==> src/rtl/cpu_muldiv_if.sv <==
`default_nettype none
// ============================================================================
// Module   : cpu_muldiv_if
// Brief    : Issue/result bundle between the execute stage and the
//            multiply/divide unit.
// Revision : 1.0 - initial release
// ============================================================================
interface cpu_muldiv_if #(
    parameter int WIDTH = 32
);
    logic             start_i;
    logic [2:0]       op_i;
    logic [WIDTH-1:0] rs_i;
    logic [WIDTH-1:0] rt_i;
    logic             read_hilo_i;
    logic             abort_i;
    logic [WIDTH-1:0] hi_o;
    logic [WIDTH-1:0] lo_o;
    logic             busy_o;
    logic             stall_o;
    logic             done_o;

    modport master (
        output start_i, op_i, rs_i, rt_i, read_hilo_i, abort_i,
        input  hi_o, lo_o, busy_o, stall_o, done_o
    );

    modport slave (
        input  start_i, op_i, rs_i, rt_i, read_hilo_i, abort_i,
        output hi_o, lo_o, busy_o, stall_o, done_o
    );
endinterface
`default_nettype wire

==> src/rtl/cpu_muldiv_unit.sv <==
`default_nettype none
// ============================================================================
// Module   : cpu_muldiv_unit
// Brief    : Multi-cycle multiply / radix-2 restoring divide unit owning the
//            HI/LO pair. Define CPU_MULDIV_MADD_EN to enable MADD/MSUB.
// Revision : 1.0 - initial release
// ============================================================================
module cpu_muldiv_unit #(
    parameter int WIDTH        = 32,
    parameter int MULT_LATENCY = 2
) (
    input  wire logic   clk,
    input  wire logic   reset,
    cpu_muldiv_if.slave bus
);
    localparam logic [2:0] c_OP_MULT  = 3'd0;
    localparam logic [2:0] c_OP_MULTU = 3'd1;
    localparam logic [2:0] c_OP_DIV   = 3'd2;
    localparam logic [2:0] c_OP_DIVU  = 3'd3;
    localparam logic [2:0] c_OP_MTHI  = 3'd4;
    localparam logic [2:0] c_OP_MTLO  = 3'd5;
    localparam logic [2:0] c_OP_MADD  = 3'd6;
    localparam logic [2:0] c_OP_MSUB  = 3'd7;
    localparam int         c_CNT_W    = $clog2(WIDTH + MULT_LATENCY + 1);

    typedef enum logic [1:0] {
        S_IDLE = 2'd0,
        S_MUL  = 2'd1,
        S_DIV  = 2'd2,
        S_FIX  = 2'd3
    } state_t;

    state_t r_state;
    state_t w_next;

    logic [WIDTH-1:0]   r_hi;
    logic [WIDTH-1:0]   r_lo;
    logic [WIDTH-1:0]   r_a;
    logic [WIDTH-1:0]   r_b;
    logic [WIDTH-1:0]   r_rem;
    logic [WIDTH-1:0]   r_quo;
    logic [WIDTH-1:0]   r_div;
    logic [2:0]         r_op;
    logic [c_CNT_W-1:0] r_cnt;
    logic               r_done;

    logic w_accept;
    logic w_is_mul;
    logic w_is_div;
    logic w_mul_wb;
    logic w_div_wb;

    // ------------------------------------------------------------------
    // Issue decode
    // ------------------------------------------------------------------
    assign w_accept = (r_state == S_IDLE) && bus.start_i && !bus.abort_i;

    always_comb begin
        w_is_mul = 1'b0;
        w_is_div = 1'b0;
        case (bus.op_i)
            c_OP_MULT, c_OP_MULTU: w_is_mul = 1'b1;
            c_OP_DIV,  c_OP_DIVU:  w_is_div = 1'b1;
            c_OP_MADD, c_OP_MSUB:
`ifdef CPU_MULDIV_MADD_EN
                w_is_mul = 1'b1;
`else
                w_is_mul = 1'b0;
`endif
            default: w_is_mul = 1'b0;
        endcase
    end

    // Divider works on magnitudes; signs are restored in FIX from r_a/r_b.
    logic             w_sdiv_in;
    logic [WIDTH-1:0] w_rs_mag;
    logic [WIDTH-1:0] w_rt_mag;

    assign w_sdiv_in = (bus.op_i == c_OP_DIV);
    assign w_rs_mag  = (w_sdiv_in && bus.rs_i[WIDTH-1]) ? -bus.rs_i : bus.rs_i;
    assign w_rt_mag  = (w_sdiv_in && bus.rt_i[WIDTH-1]) ? -bus.rt_i : bus.rt_i;

    // ------------------------------------------------------------------
    // Multiplier (full 2*WIDTH product of sign- or zero-extended operands)
    // ------------------------------------------------------------------
    logic               w_mul_sgn;
    logic [2*WIDTH-1:0] w_ext_a;
    logic [2*WIDTH-1:0] w_ext_b;
    logic [2*WIDTH-1:0] w_prod;
    logic [2*WIDTH-1:0] w_mul_res;

    assign w_mul_sgn = (r_op != c_OP_MULTU);
    assign w_ext_a   = {{WIDTH{w_mul_sgn & r_a[WIDTH-1]}}, r_a};
    assign w_ext_b   = {{WIDTH{w_mul_sgn & r_b[WIDTH-1]}}, r_b};
    assign w_prod    = w_ext_a * w_ext_b;

`ifdef CPU_MULDIV_MADD_EN
    always_comb begin
        w_mul_res = w_prod;
        if (r_op == c_OP_MADD)
            w_mul_res = {r_hi, r_lo} + w_prod;
        else if (r_op == c_OP_MSUB)
            w_mul_res = {r_hi, r_lo} - w_prod;
    end
`else
    assign w_mul_res = w_prod;
`endif

    // ------------------------------------------------------------------
    // Restoring divide step and final sign correction
    // ------------------------------------------------------------------
    logic [WIDTH:0]   w_shift;
    logic             w_ge;
    logic [WIDTH-1:0] w_sub;
    logic             w_sdiv;
    logic             w_q_neg;
    logic             w_r_neg;
    logic [WIDTH-1:0] w_div_lo;
    logic [WIDTH-1:0] w_div_hi;

    assign w_shift = {r_rem, r_quo[WIDTH-1]};
    assign w_ge    = (w_shift >= {1'b0, r_div});
    assign w_sub   = w_shift[WIDTH-1:0] - r_div;

    assign w_sdiv  = (r_op == c_OP_DIV);
    assign w_q_neg = w_sdiv && (r_a[WIDTH-1] ^ r_b[WIDTH-1]);
    assign w_r_neg = w_sdiv && r_a[WIDTH-1];

    always_comb begin
        w_div_lo = w_q_neg ? -r_quo : r_quo;
        w_div_hi = w_r_neg ? -r_rem : r_rem;
        if (r_b == '0) begin
            w_div_lo = '1;
            w_div_hi = r_a;
        end
    end

    // ------------------------------------------------------------------
    // Control FSM
    // ------------------------------------------------------------------
    always_ff @(posedge clk or posedge reset) begin
        if (reset)
            r_state <= S_IDLE;
        else
            r_state <= w_next;
    end

    always_comb begin
        w_next   = r_state;
        w_mul_wb = 1'b0;
        w_div_wb = 1'b0;
        case (r_state)
            S_IDLE: begin
                if (w_accept && w_is_mul)
                    w_next = S_MUL;
                else if (w_accept && w_is_div)
                    w_next = S_DIV;
            end
            S_MUL: begin
                if (bus.abort_i) begin
                    w_next = S_IDLE;
                end else if (r_cnt == '0) begin
                    w_next   = S_IDLE;
                    w_mul_wb = 1'b1;
                end
            end
            S_DIV: begin
                if (bus.abort_i)
                    w_next = S_IDLE;
                else if (r_cnt == '0)
                    w_next = S_FIX;
            end
            S_FIX: begin
                w_next   = S_IDLE;
                w_div_wb = !bus.abort_i;
            end
            default: w_next = S_IDLE;
        endcase
    end

    // ------------------------------------------------------------------
    // Datapath registers
    // ------------------------------------------------------------------
    always_ff @(posedge clk or posedge reset) begin
        if (reset) begin
            r_hi   <= '0;
            r_lo   <= '0;
            r_a    <= '0;
            r_b    <= '0;
            r_rem  <= '0;
            r_quo  <= '0;
            r_div  <= '0;
            r_op   <= '0;
            r_cnt  <= '0;
            r_done <= 1'b0;
        end else begin
            r_done <= w_mul_wb | w_div_wb;
            case (r_state)
                S_IDLE: begin
                    if (w_accept) begin
                        r_op  <= bus.op_i;
                        r_a   <= bus.rs_i;
                        r_b   <= bus.rt_i;
                        r_rem <= '0;
                        r_quo <= w_rs_mag;
                        r_div <= w_rt_mag;
                        r_cnt <= w_is_div ? c_CNT_W'(WIDTH - 1) : c_CNT_W'(MULT_LATENCY - 1);
                        if (bus.op_i == c_OP_MTHI)
                            r_hi <= bus.rs_i;
                        if (bus.op_i == c_OP_MTLO)
                            r_lo <= bus.rs_i;
                    end
                end
                S_MUL: begin
                    r_cnt <= r_cnt - c_CNT_W'(1);
                    if (w_mul_wb)
                        {r_hi, r_lo} <= w_mul_res;
                end
                S_DIV: begin
                    r_cnt <= r_cnt - c_CNT_W'(1);
                    r_rem <= w_ge ? w_sub : w_shift[WIDTH-1:0];
                    r_quo <= {r_quo[WIDTH-2:0], w_ge};
                end
                S_FIX: begin
                    if (w_div_wb) begin
                        r_hi <= w_div_hi;
                        r_lo <= w_div_lo;
                    end
                end
                default: r_cnt <= '0;
            endcase
        end
    end

    assign bus.hi_o    = r_hi;
    assign bus.lo_o    = r_lo;
    assign bus.busy_o  = (r_state != S_IDLE);
    assign bus.stall_o = bus.busy_o & (bus.start_i | bus.read_hilo_i);
    assign bus.done_o  = r_done;
endmodule
`default_nettype wire

==> src/flat_wrapper.sv <==
// flat-port wrapper written by rule: the top's interface ports become plain ports
module cpu_muldiv_unit_flat 
#(
    parameter int WIDTH        = 32,
    parameter int MULT_LATENCY = 2
)
  (clk, reset, bus_start_i, bus_op_i, bus_rs_i, bus_rt_i, bus_read_hilo_i, bus_abort_i, bus_hi_o, bus_lo_o, bus_busy_o, bus_stall_o, bus_done_o);
  cpu_muldiv_if #(.WIDTH(WIDTH)) bus_i ();
  input  wire logic clk;
  input  wire logic reset;
  input wire logic [$bits(bus_i.start_i)-1:0] bus_start_i;
  input wire logic [$bits(bus_i.op_i)-1:0] bus_op_i;
  input wire logic [$bits(bus_i.rs_i)-1:0] bus_rs_i;
  input wire logic [$bits(bus_i.rt_i)-1:0] bus_rt_i;
  input wire logic [$bits(bus_i.read_hilo_i)-1:0] bus_read_hilo_i;
  input wire logic [$bits(bus_i.abort_i)-1:0] bus_abort_i;
  output wire logic [$bits(bus_i.hi_o)-1:0] bus_hi_o;
  output wire logic [$bits(bus_i.lo_o)-1:0] bus_lo_o;
  output wire logic [$bits(bus_i.busy_o)-1:0] bus_busy_o;
  output wire logic [$bits(bus_i.stall_o)-1:0] bus_stall_o;
  output wire logic [$bits(bus_i.done_o)-1:0] bus_done_o;
  assign bus_i.start_i = bus_start_i;
  assign bus_i.op_i = bus_op_i;
  assign bus_i.rs_i = bus_rs_i;
  assign bus_i.rt_i = bus_rt_i;
  assign bus_i.read_hilo_i = bus_read_hilo_i;
  assign bus_i.abort_i = bus_abort_i;
  assign bus_hi_o = bus_i.hi_o;
  assign bus_lo_o = bus_i.lo_o;
  assign bus_busy_o = bus_i.busy_o;
  assign bus_stall_o = bus_i.stall_o;
  assign bus_done_o = bus_i.done_o;
  cpu_muldiv_unit #(.WIDTH(WIDTH), .MULT_LATENCY(MULT_LATENCY)) u_core (.clk(clk), .reset(reset), .bus(bus_i));
endmodule
==> config.mk <==
export PLATFORM = sky130hd
export DESIGN_NAME = cpu_muldiv_unit_flat
export DESIGN_NICKNAME = d
export VERILOG_FILES = /design/src/rtl/cpu_muldiv_if.sv /design/src/rtl/cpu_muldiv_unit.sv /design/src/flat_wrapper.sv
export SDC_FILE = /design/constraint.sdc
export NUM_CORES = 2
export LEC_CHECK = 0
export ABC_AREA = 0
export CORE_MARGIN = 3
export CORE_UTILIZATION = 59
export CTS_CLUSTER_DIAMETER = 60
export DETAILED_ROUTE_END_ITERATION = 8
export GPL_ROUTABILITY_DRIVEN = 0
export PLACE_DENSITY_LB_ADDON = 0.08
export SLEW_MARGIN = 20
export SYNTH_ARGS = -nofsm -noshare
export SYNTH_HDL_FRONTEND = slang
export SYNTH_SLANG_ARGS = --single-unit
==> constraint.sdc <==
create_clock -name clk -period 8 [get_ports clk]
set_input_delay 0.8 -clock clk [delete_from_list [all_inputs] [get_ports clk]]
set_output_delay 0.8 -clock clk [all_outputs]
set_load 0.01 [all_outputs]
==> results by group <==
Setup path
  – Crit path max fanout: 6
  – CP Data Required Time: 8.40 ns
  – Critical path's slowest cell: fa_2
  – Worst Setup End Kind: flop
  – Worst Setup Start Kind: flop
  – R2r setup slk: between 0.03 and 0.04 ns
  – WP data arrival: 8.36 ns
  – Delay-heaviest family, CP: adder cells
  – End of the worst register-to-register path: u_core.bus.hi_o[30]
  – CP max stage delay: roughly 0.6 ns
  – R2R cell count: 28
  – R2R Path Start: u_core.r_op[2]
  – CP Class: reg2reg
  – WP buf/inv: 8

Timing
  – Fmax achieved: 126 MHz
  – TNS Setup: 0 ns
  – Final Max Tran Viols: 0
  – Final Cycle Share: 99.5%
  – Final hold violation count: 0
  – Setup Skew: 0.0135 ns
  – Min Tclk post-route: 7.96 ns
  – Unrepaired setup endpoints after global routing: true
  – Worst Max-Slew Pin Slew: 1.02 ns
  – Hold WS: between 0.4 and 0.5 ns
  – # setup viols final: 0
  – Worst relative slew slack: 32.2%

Worst hold path
  – Hold Path End: u_core.r_div[13]
  – Worst hold start: u_core.r_div[13]
  – Hold WC Path Type: reg2reg
  – Worst hold path cell count: 2

Synth
  – Number of distinct library cells after synthesis: 89
  – Synth top area share: 42.3%
  – Synth area leaders: fa_1, dfrtp_1, inv_1, nand2_1, ha_1
  – Synth Flop Type: dfrtp_1
  – Async S/R FF share, synth: 100%
  – Synthesized area per cell: around 8.6 µm²
  – Sequential cell area fraction in the yosys report: ~11%
  – Flops & latches, synth: 235
  – Synth Warn #: 0
  – Commonest cells post-synth: inv_1, nand2_1, fa_1
  – Syn_nets: between 7k and 8k
  – Most frequent cell after synthesis: inv_1
  – Post-synth EDFFs: 0
  – Mapped Area: about 53,000 µm²
  – Synth Instances: 6,175
  – Cell accounting for the most synthesized area: fa_1

Global routing
  – Antenna violations before repair: 3
  – Vias in the first global route: 45.5k
  – Largest net degree at the start of global routing: approximately 130
  – Global-route wire length before repair: 256,000 µm
  – Overall global routing resource usage: 35.2%
  – Grt ovf: 0

Clock tree
  – Skew-Pair Late Insertion Delay: 0.54 ns
  – Clock-pin slew on the worst setup and hold paths: ~0.050 ns
  – Longest Clk Path Bufs: 3
  – CTS tree: yes
  – Root buf cell: clkbuf_16
  – H-tree depth: 2
  – Total CTS buffers: 34
  – Clock sinks: 235

Routing
  – Vias: 43.2k
  – Final ANT Viol Nets: 0
  – DRC viols: 0
  – Vias per inst: 5.74
  – Wirelength per Cell: 21.4 µm
  – Initial DRC Count: 3,609
  – Initial DRT Pass Iterations: 8
  – WL final: approximately 160,000 µm

Floorplan
  – # IOs: 139
  – Core Area: about 89,000 µm²
  – Die Height: 306 µm
  – Full die area: 93,900 µm²
  – Die width: between 300 and 400 µm
  – Row count: 109
  – Starting density of the core: 59.9%

Run status
  – Status: finished clean

Layout
  – Final Non-Filler Cells: around 7.5k
  – Area Growth Syn to Fin: 12.7%
  – Layout cells sized above 1: 9.99%
  – Nets: 7,797

Place
  – Placed Cells: 7,441
  – Placed wire-length estimate: 131,000 µm
  – Port buffer count: between 100 and 150

Flow run
  – Max-cap violation count: 0
[stage by stage]
stage | setup WS [ns] | util (%) | cell area, µm²
after floorplan | 0.0661 | - | 53200
after global placement | -0.0321 | 65.2 | 57900
after detailed placement | -0.159 | 65.2 | 57900
after CTS | -0.00932 | 66.5 | 59100
after global routing | -0.198 | 67.5 | 60000
final | 0.0362 | 67.5 | 60000
[area by class of cell]
cell class              instances  area [µm²]
clock buffers                  49        1030
multi-input cells            4346       42000
fillers                      7300       28900
well taps                    1165        1460
diodes                          2        5.00
repair buffers                526        4970
flip-flops and latches        235        5920
inverters                    1202        4530
clock inverters                 8        81.3
[per-layer routing]
metal	GRT usage [%]	wire, µm	vias to the layer above
met1	47.7	63600	21900
met2	56.6	75000	1913
met3	6.31	14100	416
met4	14.6	8410	2
li1	-	-	19000
met5	0	15	-
[state kept, by name, indices dropped and copies added, names as in the netlist]
| name | flops |
|---|---|
| u_core.r_rem | 32 |
| u_core.r_div | 31 |
| u_core.r_state | 2 |
| u_core.bus.lo_o | 32 |
| u_core.r_b | 32 |
| u_core.bus.done_o | 1 |
| u_core.r_op | 3 |
| u_core.r_quo | 32 |
| u_core.r_a | 32 |
| u_core.bus.hi_o | 32 |
| u_core.r_cnt | 6 |
[worst register-to-register path, delay by kind of cell, from the launching register on]
family	cells	cell delay (ns)
AND/OR/NAND/NOR	5	1.09
adder cells (fa/ha/maj)	9	4.27
multiplexers	1	0.15
AO/OA/AOI/OAI	5	0.98
buffers and inverters	8	0.95
flip-flops	1	0.39
[how the worst max path moves through the flow]
stage / startpoint / to / slack [ns] / cells after the start
after floorplan: u_core.r_a[31] / u_core.bus.hi_o[28] / 0.07 / 29
after global routing: u_core.r_op[2] / u_core.bus.hi_o[26] / -0.20 / 27
after detailed placement: u_core.r_a[20] / u_core.bus.hi_o[19] / -0.16 / 25
after CTS: u_core.r_op[1] / u_core.bus.hi_o[19] / -0.009 / 31
final: u_core.r_op[2] / u_core.bus.hi_o[30] / 0.04 / 28
after global placement: u_core.r_a[20] / u_core.bus.hi_o[19] / -0.03 / 25
[kinds of logic (layout without fill, tap and decap cells)]
kind of cell | after synthesis | after routing | synth area share, %
XOR/XNOR | 210 | 210 | 3.45
multiplexers | 22 | 22 | 0.418
adder cells (fa/ha/maj) | 1380 | 1380 | 48.3
AO/OA/AOI/OAI | 765 | 765 | 8.88
other | 0 | 2 | 0
buffers and inverters | 1594 | 1785 | 11.3
AND/OR/NAND/NOR | 1969 | 1969 | 16.6
flip-flops | 235 | 235 | 11.0
[what timing repair did]
item                                    4_1_cts  5_1_grt
endpoints found under the setup margin       18       31
resized for setup                            19      162
cloned                                        0        1
hold endpoints to repair                      0        0
pin swaps                                     6       95
buffers inserted                              1       31
hold buffers                                  0        0
[cell usage in the layout (no fill, tap or decap), drive strengths merged, types with 47 or more instances in the layout]
master	n
buf	388
o21ai	258
a221oi	48
nor3	47
a21oi	225
inv	1204
clkbuf	49
xor2	85
ha	254
nand2	1171
xnor2	125
dfrtp	235
nor2	221
clkdlybuf4s50	138
and2	330
fa	1126
Power is not shown: default switching activity piles up to over one toggle a cycle in this logic, so the estimate is an artifact.
